## src/rtl/busio_pkg.sv

```systemverilog
// Shared encodings for the bus interface unit: access sizes, strobes, FSM states
// and the natural-alignment helpers used by busio and busio_lane.
package busio_pkg;
  localparam logic [1:0] SIZE_BYTE = 2'd0;
  localparam logic [1:0] SIZE_HALF = 2'd1;
  localparam logic [1:0] SIZE_WORD = 2'd2;

  localparam logic [3:0] STRB_NONE = 4'b0000;
  localparam logic [3:0] STRB_BYTE = 4'b0001;
  localparam logic [3:0] STRB_HALF = 4'b0011;
  localparam logic [3:0] STRB_WORD = 4'b1111;

  typedef enum logic [1:0] {
    IDLE  = 2'd0,
    FETCH = 2'd1,
    MEM   = 2'd2
  } state_t;

  // Low address bits snapped to the natural alignment of the access size.
  function automatic logic [1:0] align_off(input logic [1:0] size, input logic [1:0] a);
    case (size)
      SIZE_BYTE: return a;
      SIZE_HALF: return {a[1], 1'b0};
      default:   return 2'b00;
    endcase
  endfunction

  function automatic logic is_misaligned(input logic [1:0] size, input logic [1:0] a);
    return ((size == SIZE_HALF) && a[0]) || (size[1] && (a != 2'b00));
  endfunction
endpackage

```

## src/rtl/busio_lane.sv

```systemverilog
// Byte-lane steering: store strobes and replication, load extraction and
// sign/zero extension. Purely combinational; i_off must already be aligned.
module busio_lane
  import busio_pkg::*;
(
  input  logic [1:0]  i_size,
  input  logic [1:0]  i_off,
  input  logic        i_store,
  input  logic        i_signed,
  input  logic [31:0] i_store_data,
  input  logic [31:0] i_read_data,
  output logic [3:0]  o_strobe,
  output logic [31:0] o_write_data,
  output logic [31:0] o_load_data
);
  logic [31:0] w_rsh;
  logic [3:0]  w_strb;

  assign w_rsh = i_read_data >> {i_off, 3'b000};

  always_comb begin
    w_strb       = STRB_WORD;
    o_write_data = i_store_data;
    o_load_data  = i_read_data;
    case (i_size)
      SIZE_BYTE: begin
        w_strb       = STRB_BYTE << i_off;
        o_write_data = {4{i_store_data[7:0]}};
        o_load_data  = {{24{i_signed & w_rsh[7]}}, w_rsh[7:0]};
      end
      SIZE_HALF: begin
        w_strb       = STRB_HALF << i_off;
        o_write_data = {2{i_store_data[15:0]}};
        o_load_data  = {{16{i_signed & w_rsh[15]}}, w_rsh[15:0]};
      end
      default: ;
    endcase
    o_strobe = i_store ? w_strb : STRB_NONE;
  end
endmodule

```

## src/rtl/busio.sv

```systemverilog
// Bus interface unit: arbitrates fetch and memory-stage accesses onto one
// single-outstanding bus. Optional BUSIO_MISALIGN_CHECK_EN traps misaligned accesses.
module busio
  import busio_pkg::*;
#(
  parameter logic RESET_FETCH_VALID = 1'b0
) (
  input  logic        clk,
  input  logic        reset,
  input  logic [31:0] fetch_address,
  output logic [31:0] fetch_data,
  output logic        fetch_ready,
  input  logic [31:0] mem_address,
  input  logic [31:0] mem_store_data,
  input  logic [1:0]  mem_size,
  input  logic        mem_signed,
  input  logic        mem_load,
  input  logic        mem_store,
  input  logic        mem_advance,
  output logic [31:0] mem_load_data,
  output logic        mem_ready,
  output logic        mem_misaligned,
  output logic [31:0] ext_address,
  output logic [31:0] ext_write_data,
  output logic [3:0]  ext_write_strobe,
  output logic        ext_instruction,
  output logic        ext_valid,
  input  logic        ext_ready,
  input  logic [31:0] ext_read_data
);
  state_t      r_state, w_state_nx;
  logic        r_fbuf_valid;
  logic [29:0] r_fbuf_addr;
  logic [31:0] r_fbuf_data;
  logic        r_mdone, r_misal;
  logic [31:0] r_load_data;
  logic [31:0] r_ext_address, r_ext_write_data;
  logic [3:0]  r_ext_strobe;

  logic        w_mem_req, w_fetch_cmp, w_mem_cmp, w_decide, w_fhit;
  logic        w_misal, w_issue_mem, w_mis_set;
  logic [1:0]  w_off;
  logic [3:0]  w_strobe;
  logic [31:0] w_wdata, w_ldata;
  logic        w_unused;

  assign w_unused    = ^fetch_address[1:0];
  assign w_mem_req   = (mem_load | mem_store) & ~r_mdone;
  assign mem_ready   = r_mdone | ~(mem_load | mem_store);
  assign fetch_ready = r_fbuf_valid && (r_fbuf_addr == fetch_address[31:2]);
  assign fetch_data  = r_fbuf_data;
  assign w_fetch_cmp = (r_state == FETCH) && ext_ready;
  assign w_mem_cmp   = (r_state == MEM) && ext_ready;
  assign w_decide    = (r_state == IDLE) || w_fetch_cmp || w_mem_cmp;
  // A fetch completing this cycle counts as a hit so the same word is not refetched.
  assign w_fhit      = fetch_ready ||
                       (w_fetch_cmp && (r_ext_address[31:2] == fetch_address[31:2]));
  assign w_off       = align_off(mem_size, mem_address[1:0]);

`ifdef BUSIO_MISALIGN_CHECK_EN
  assign w_misal = is_misaligned(mem_size, mem_address[1:0]);
`else
  assign w_misal = 1'b0;
`endif

  // The request completing now has mdone about to set, so it must not re-issue.
  assign w_issue_mem    = w_mem_req && !w_misal && !w_mem_cmp;
  assign w_mis_set      = w_mem_req && w_misal && (r_state != MEM);
  assign mem_misaligned = r_mdone & r_misal;
  assign mem_load_data  = r_load_data;

  assign ext_valid        = (r_state != IDLE);
  assign ext_instruction  = (r_state == FETCH);
  assign ext_address      = r_ext_address;
  assign ext_write_data   = r_ext_write_data;
  assign ext_write_strobe = r_ext_strobe;

  busio_lane u_lane (
    .i_size       (mem_size),
    .i_off        (w_off),
    .i_store      (mem_store),
    .i_signed     (mem_signed),
    .i_store_data (mem_store_data),
    .i_read_data  (ext_read_data),
    .o_strobe     (w_strobe),
    .o_write_data (w_wdata),
    .o_load_data  (w_ldata)
  );

  always_comb begin
    w_state_nx = r_state;
    if (w_decide) begin
      if (w_issue_mem)  w_state_nx = MEM;
      else if (!w_fhit) w_state_nx = FETCH;
      else              w_state_nx = IDLE;
    end
  end

  always_ff @(posedge clk or negedge reset) begin
    if (!reset) r_state <= IDLE;
    else        r_state <= w_state_nx;
  end

  always_ff @(posedge clk or negedge reset) begin
    if (!reset) begin
      r_ext_address    <= '0;
      r_ext_write_data <= '0;
      r_ext_strobe     <= STRB_NONE;
    end else if (w_decide && (w_state_nx == MEM)) begin
      r_ext_address    <= {mem_address[31:2], 2'b00};
      r_ext_write_data <= w_wdata;
      r_ext_strobe     <= w_strobe;
    end else if (w_decide && (w_state_nx == FETCH)) begin
      r_ext_address    <= {fetch_address[31:2], 2'b00};
      r_ext_strobe     <= STRB_NONE;
    end
  end

  always_ff @(posedge clk or negedge reset) begin
    if (!reset) begin
      r_fbuf_valid <= RESET_FETCH_VALID;
      r_fbuf_addr  <= '0;
      r_fbuf_data  <= '0;
    end else if (w_fetch_cmp) begin
      r_fbuf_valid <= 1'b1;
      r_fbuf_addr  <= r_ext_address[31:2];
      r_fbuf_data  <= ext_read_data;
    end
  end

  always_ff @(posedge clk or negedge reset) begin
    if (!reset) begin
      r_mdone     <= 1'b0;
      r_misal     <= 1'b0;
      r_load_data <= '0;
    end else if (w_mem_cmp) begin
      r_mdone <= 1'b1;
      r_misal <= 1'b0;
      if (mem_load && !mem_store) r_load_data <= w_ldata;
    end else if (w_mis_set) begin
      r_mdone     <= 1'b1;
      r_misal     <= 1'b1;
      r_load_data <= '0;
    end else if (mem_advance) begin
      r_mdone <= 1'b0;
      r_misal <= 1'b0;
    end
  end
endmodule

```

## config.mk

```make
export PLATFORM = sky130hd
export DESIGN_NAME = busio
export DESIGN_NICKNAME = d
export VERILOG_FILES = /design/src/rtl/busio_pkg.sv /design/src/rtl/busio_lane.sv /design/src/rtl/busio.sv
export SDC_FILE = /design/constraint.sdc
export NUM_CORES = 1
export LEC_CHECK = 0
export CAP_MARGIN = 5
export CELL_PAD_IN_SITES_DETAIL_PLACEMENT = 1
export CELL_PAD_IN_SITES_GLOBAL_PLACEMENT = 1
export CORE_UTILIZATION = 35
export DETAILED_ROUTE_END_ITERATION = 12
export PLACE_DENSITY = 0.83
export SYNTH_ARGS = -nofsm -noshare
export SYNTH_HDL_FRONTEND = slang
export SYNTH_SLANG_ARGS = --single-unit
```

## constraint.sdc

```tcl
create_clock -name clk -period 5.9 [get_ports clk]
set_input_delay 0.885 -clock clk [delete_from_list [all_inputs] [get_ports clk]]
set_output_delay 0.885 -clock clk [all_outputs]
set_load 0.005 [all_outputs]
```

==> run summary <==
Net Sw Power: 2010 uW
Yosys top cell area share: 51.1%
DIE HEIGHT: 154 um
Mean area per synthesized cell: 10.2 um^2
Clock share of power: 19.4%
Max-slew violations: 0
Max Root-Sink Buffers: 2
R2R cell count: 7
Number of port buffers: 268
Worst-margin pin slew: 930 ps
Post-DP Area: 11000 um^2
Die ar.: 23600 um^2
Async set-reset flop share out of synthesis: 100%
Tmin final: 4170 ps
Fin util: 51.1%
Crit path launch type: primary input
Synthesized flop and latch total: 164
Boundary Pins: 274
GPL Wtd Cong: 0.832
CTS tree: yes
Postcts setup bufs: 0
Largest net degree at the start of global routing: 87
Pwr dens: 496 nW/um^2
Final Hold Viols: 0
Tot Pwr: 5720 uW
Gr usage total: 24.0%
Layout area overhead: 43.6%
Total leakage power: 0.00476 uW
Ys flop type: dfrtp_1
Outcome: finished, final reports clean
CP Capture Type: primary output
Yosys warns: 0
RSZ-0062 raised after global routing: no
Drt pass-1 iters: 4
Routed Wire Length: 27900 um
Remaining Overflow, GRT: 0
Maxcap violations: 0
Initial antenna violation count: 2
Fillers: 2501
Nets: 1172
First-pass GRT wire length: 44000 um
Post-Syn Area: 8040 um^2
Crit path DAT: 3290 ps
Max_slew headroom: 38.0%
Num rows: 55
Vias in the first global route: 7768
Post-route clock skew: 15.4 ps
Clk slew on worst S/H paths: 80 ps
Peak VDD IR: 0.189 mV
Die Span X: 154 um
Final instance area: 11500 um^2
Setup total negative slack: 0 ps
Worst hold slack: 483 ps
Num CTS Buffers: 17
Vias per cell: 5.32
Worst skew pair latency: 430 ps
EDFF count, synth: 0
Gates resized, CTS repair: 0
DRC violation count after routing: 0
Net Sw Frac: 35.2%
Highest Clock Rate: 240 MHz
Share of power burned in registers: 36.7%
H-Tree Depth: 4
Cells after Synth: 787
Initial core utilization: 35.6%
Synth cell types: 47
Hold_buf cts: 0
Detailed Route Iter0 Violations: 331
Total clock sinks: 164
Share of layout cells above drive strength 1: 12.0%
CP Data Required Time: 5020 ps
Hold Crit Class: in -> async
Via count: 7100
Crit path kind: in -> out
Core area: 22600 um^2
Internal cell power: 3710 uW
Cell taking the most area after synthesis: dfrtp_1
Drt wl/cell: 20.9 um
Final setup violation count: 0
Comb pwr share: 43.9%
Post-route ant nets: 0
Sequential area share after synthesis: 51.1%
CTS Root Buffer Type: clkbuf_16
DP Wirelength: 20000 um
Period utilization: 70.7%
Crit-path max FO: 3
Synth area leaders: dfrtp_1 (51%), mux2_2 (9.8%), xor2_1 (4.4%), o21ai_0 (3.9%), nand2_1 (3.9%)
[sequential cells by signal, indices dropped and copies added, names as in the netlist]
name	flops
ext_address	30
ext_write_data	32
ext_write_strobe	4
fetch_data	32
mem_load_data	32
r_fbuf_addr	30
r_fbuf_valid	1
r_mdone	1
r_state	2
[power by group through the flow]
stage	Sequential [uW]	Clock [uW]	Combinational, uW
4_1_cts	2100	1130	2530
2_1_floorplan	2080	0	1070
3_3_place_gp	2080	0	2440
6_report	2100	1110	2510
5_1_grt	2180	1180	2720
3_5_place_dp	2120	0	2510
[cell usage in the layout (no fill, tap or decap), drive strengths merged, types with 5 or more instances in the layout]
| cell type | synthesis | layout |
|---|---|---|
| clkdlybuf4s50 | 0 | 266 |
| dfrtp | 164 | 164 |
| nand2 | 84 | 84 |
| nor2 | 76 | 76 |
| mux2 | 70 | 70 |
| o21ai | 67 | 67 |
| xor2 | 40 | 40 |
| a31oi | 40 | 40 |
| nand3 | 32 | 32 |
| a21oi | 31 | 31 |
| mux2i | 28 | 28 |
| xnor2 | 20 | 20 |
| clkbuf | 45 | 17 |
| buf | 9 | 15 |
| inv | 5 | 13 |
| nor4 | 11 | 11 |
| nand4 | 8 | 8 |
| clkinv | 0 | 6 |
| nor3 | 5 | 5 |
| a22oi | 5 | 5 |
| or4 | 5 | 5 |
[worst paths after layout]
check                                  startpoint           endpoint  slack [ps]
worst min register to register   mem_load_data[1]   mem_load_data[1]         480
worst min-delay path                        reset  mem_load_data[27]         480
max in group asynchronous                   reset    r_fbuf_addr[27]        4080
worst max-delay path            fetch_address[12]        fetch_ready        1730
worst max register to register     r_fbuf_addr[9]    ext_address[20]        2630
min in group clk                 mem_load_data[1]   mem_load_data[1]         480
[cell usage after synthesis, drive strengths merged (3+ instances only)]
library cell  instances
nor4                 11
buf                   9
a31oi                40
o21ai                67
a221oi                3
nor3                  5
mux2i                28
o22ai                 4
nand4b                3
a21oi                31
or4                   5
o32ai                 4
clkbuf               45
a21o                  3
nor2b                 3
dfrtp               164
nor2                 76
mux2                 70
a22oi                 5
inv                   5
nand3                32
xor2                 40
xnor2                20
nand3b                3
nand2                84
nand4                 8
o22a                  3
[final cells by class]
| class | count | area [um^2] | area share [%] |
|---|---|---|---|
| antenna | 1 | 2.50 | 0.0217 |
| sequential | 164 | 4100 | 35.6 |
| inverter | 5 | 18.8 | 0.163 |
| clock buffer | 17 | 425 | 3.69 |
| timing repair buffer | 281 | 2780 | 24.1 |
| tap | 285 | 357 | 3.09 |
| clock inverter | 15 | 159 | 1.38 |
| multi-input combinational | 566 | 3700 | 32.1 |
[per-stage QoR]
step / setup slack, ps / cells
after CTS: 1780 / 1333
after detailed placement: 1640 / 1301
final: 1730 / 1334
after floorplan: 2860 / 789
after global placement: 1710 / 1301
after global routing: 1690 / 1334
[layer usage]
metal | wire length, um | track usage (%) | vias to the layer above | share of wire [%]
met4 | 710 | 8.29 | 0 | 2.5
li1 | - | - | 3282 | -
met3 | 1440 | 4.90 | 42 | 5.2
met5 | 0 | 0 | - | 0
met2 | 13500 | 39.3 | 207 | 48
met1 | 12200 | 31.7 | 3569 | 44
[worst max-delay path, cell delays in order]
cell and delay [ps]:
clkdlybuf4s50_1 500, xnor2_1 400, nand4_1 170, nor2_1 220, nand4b_1 130, nor4_1 380
clkdlybuf4s50_1 590
[cell families after synthesis]
logic type | Yosys count | synth area share [%]
fa+ha+maj | 1 | 0.125
simple gates | 238 | 13.6
other cells | 1 | 0.0467
buf+inv | 59 | 3.36
compound gates | 166 | 12.0
mux | 98 | 13.3
xor+xnor | 60 | 6.54
flops | 164 | 51.1
(Power assumes the default switching activity.)
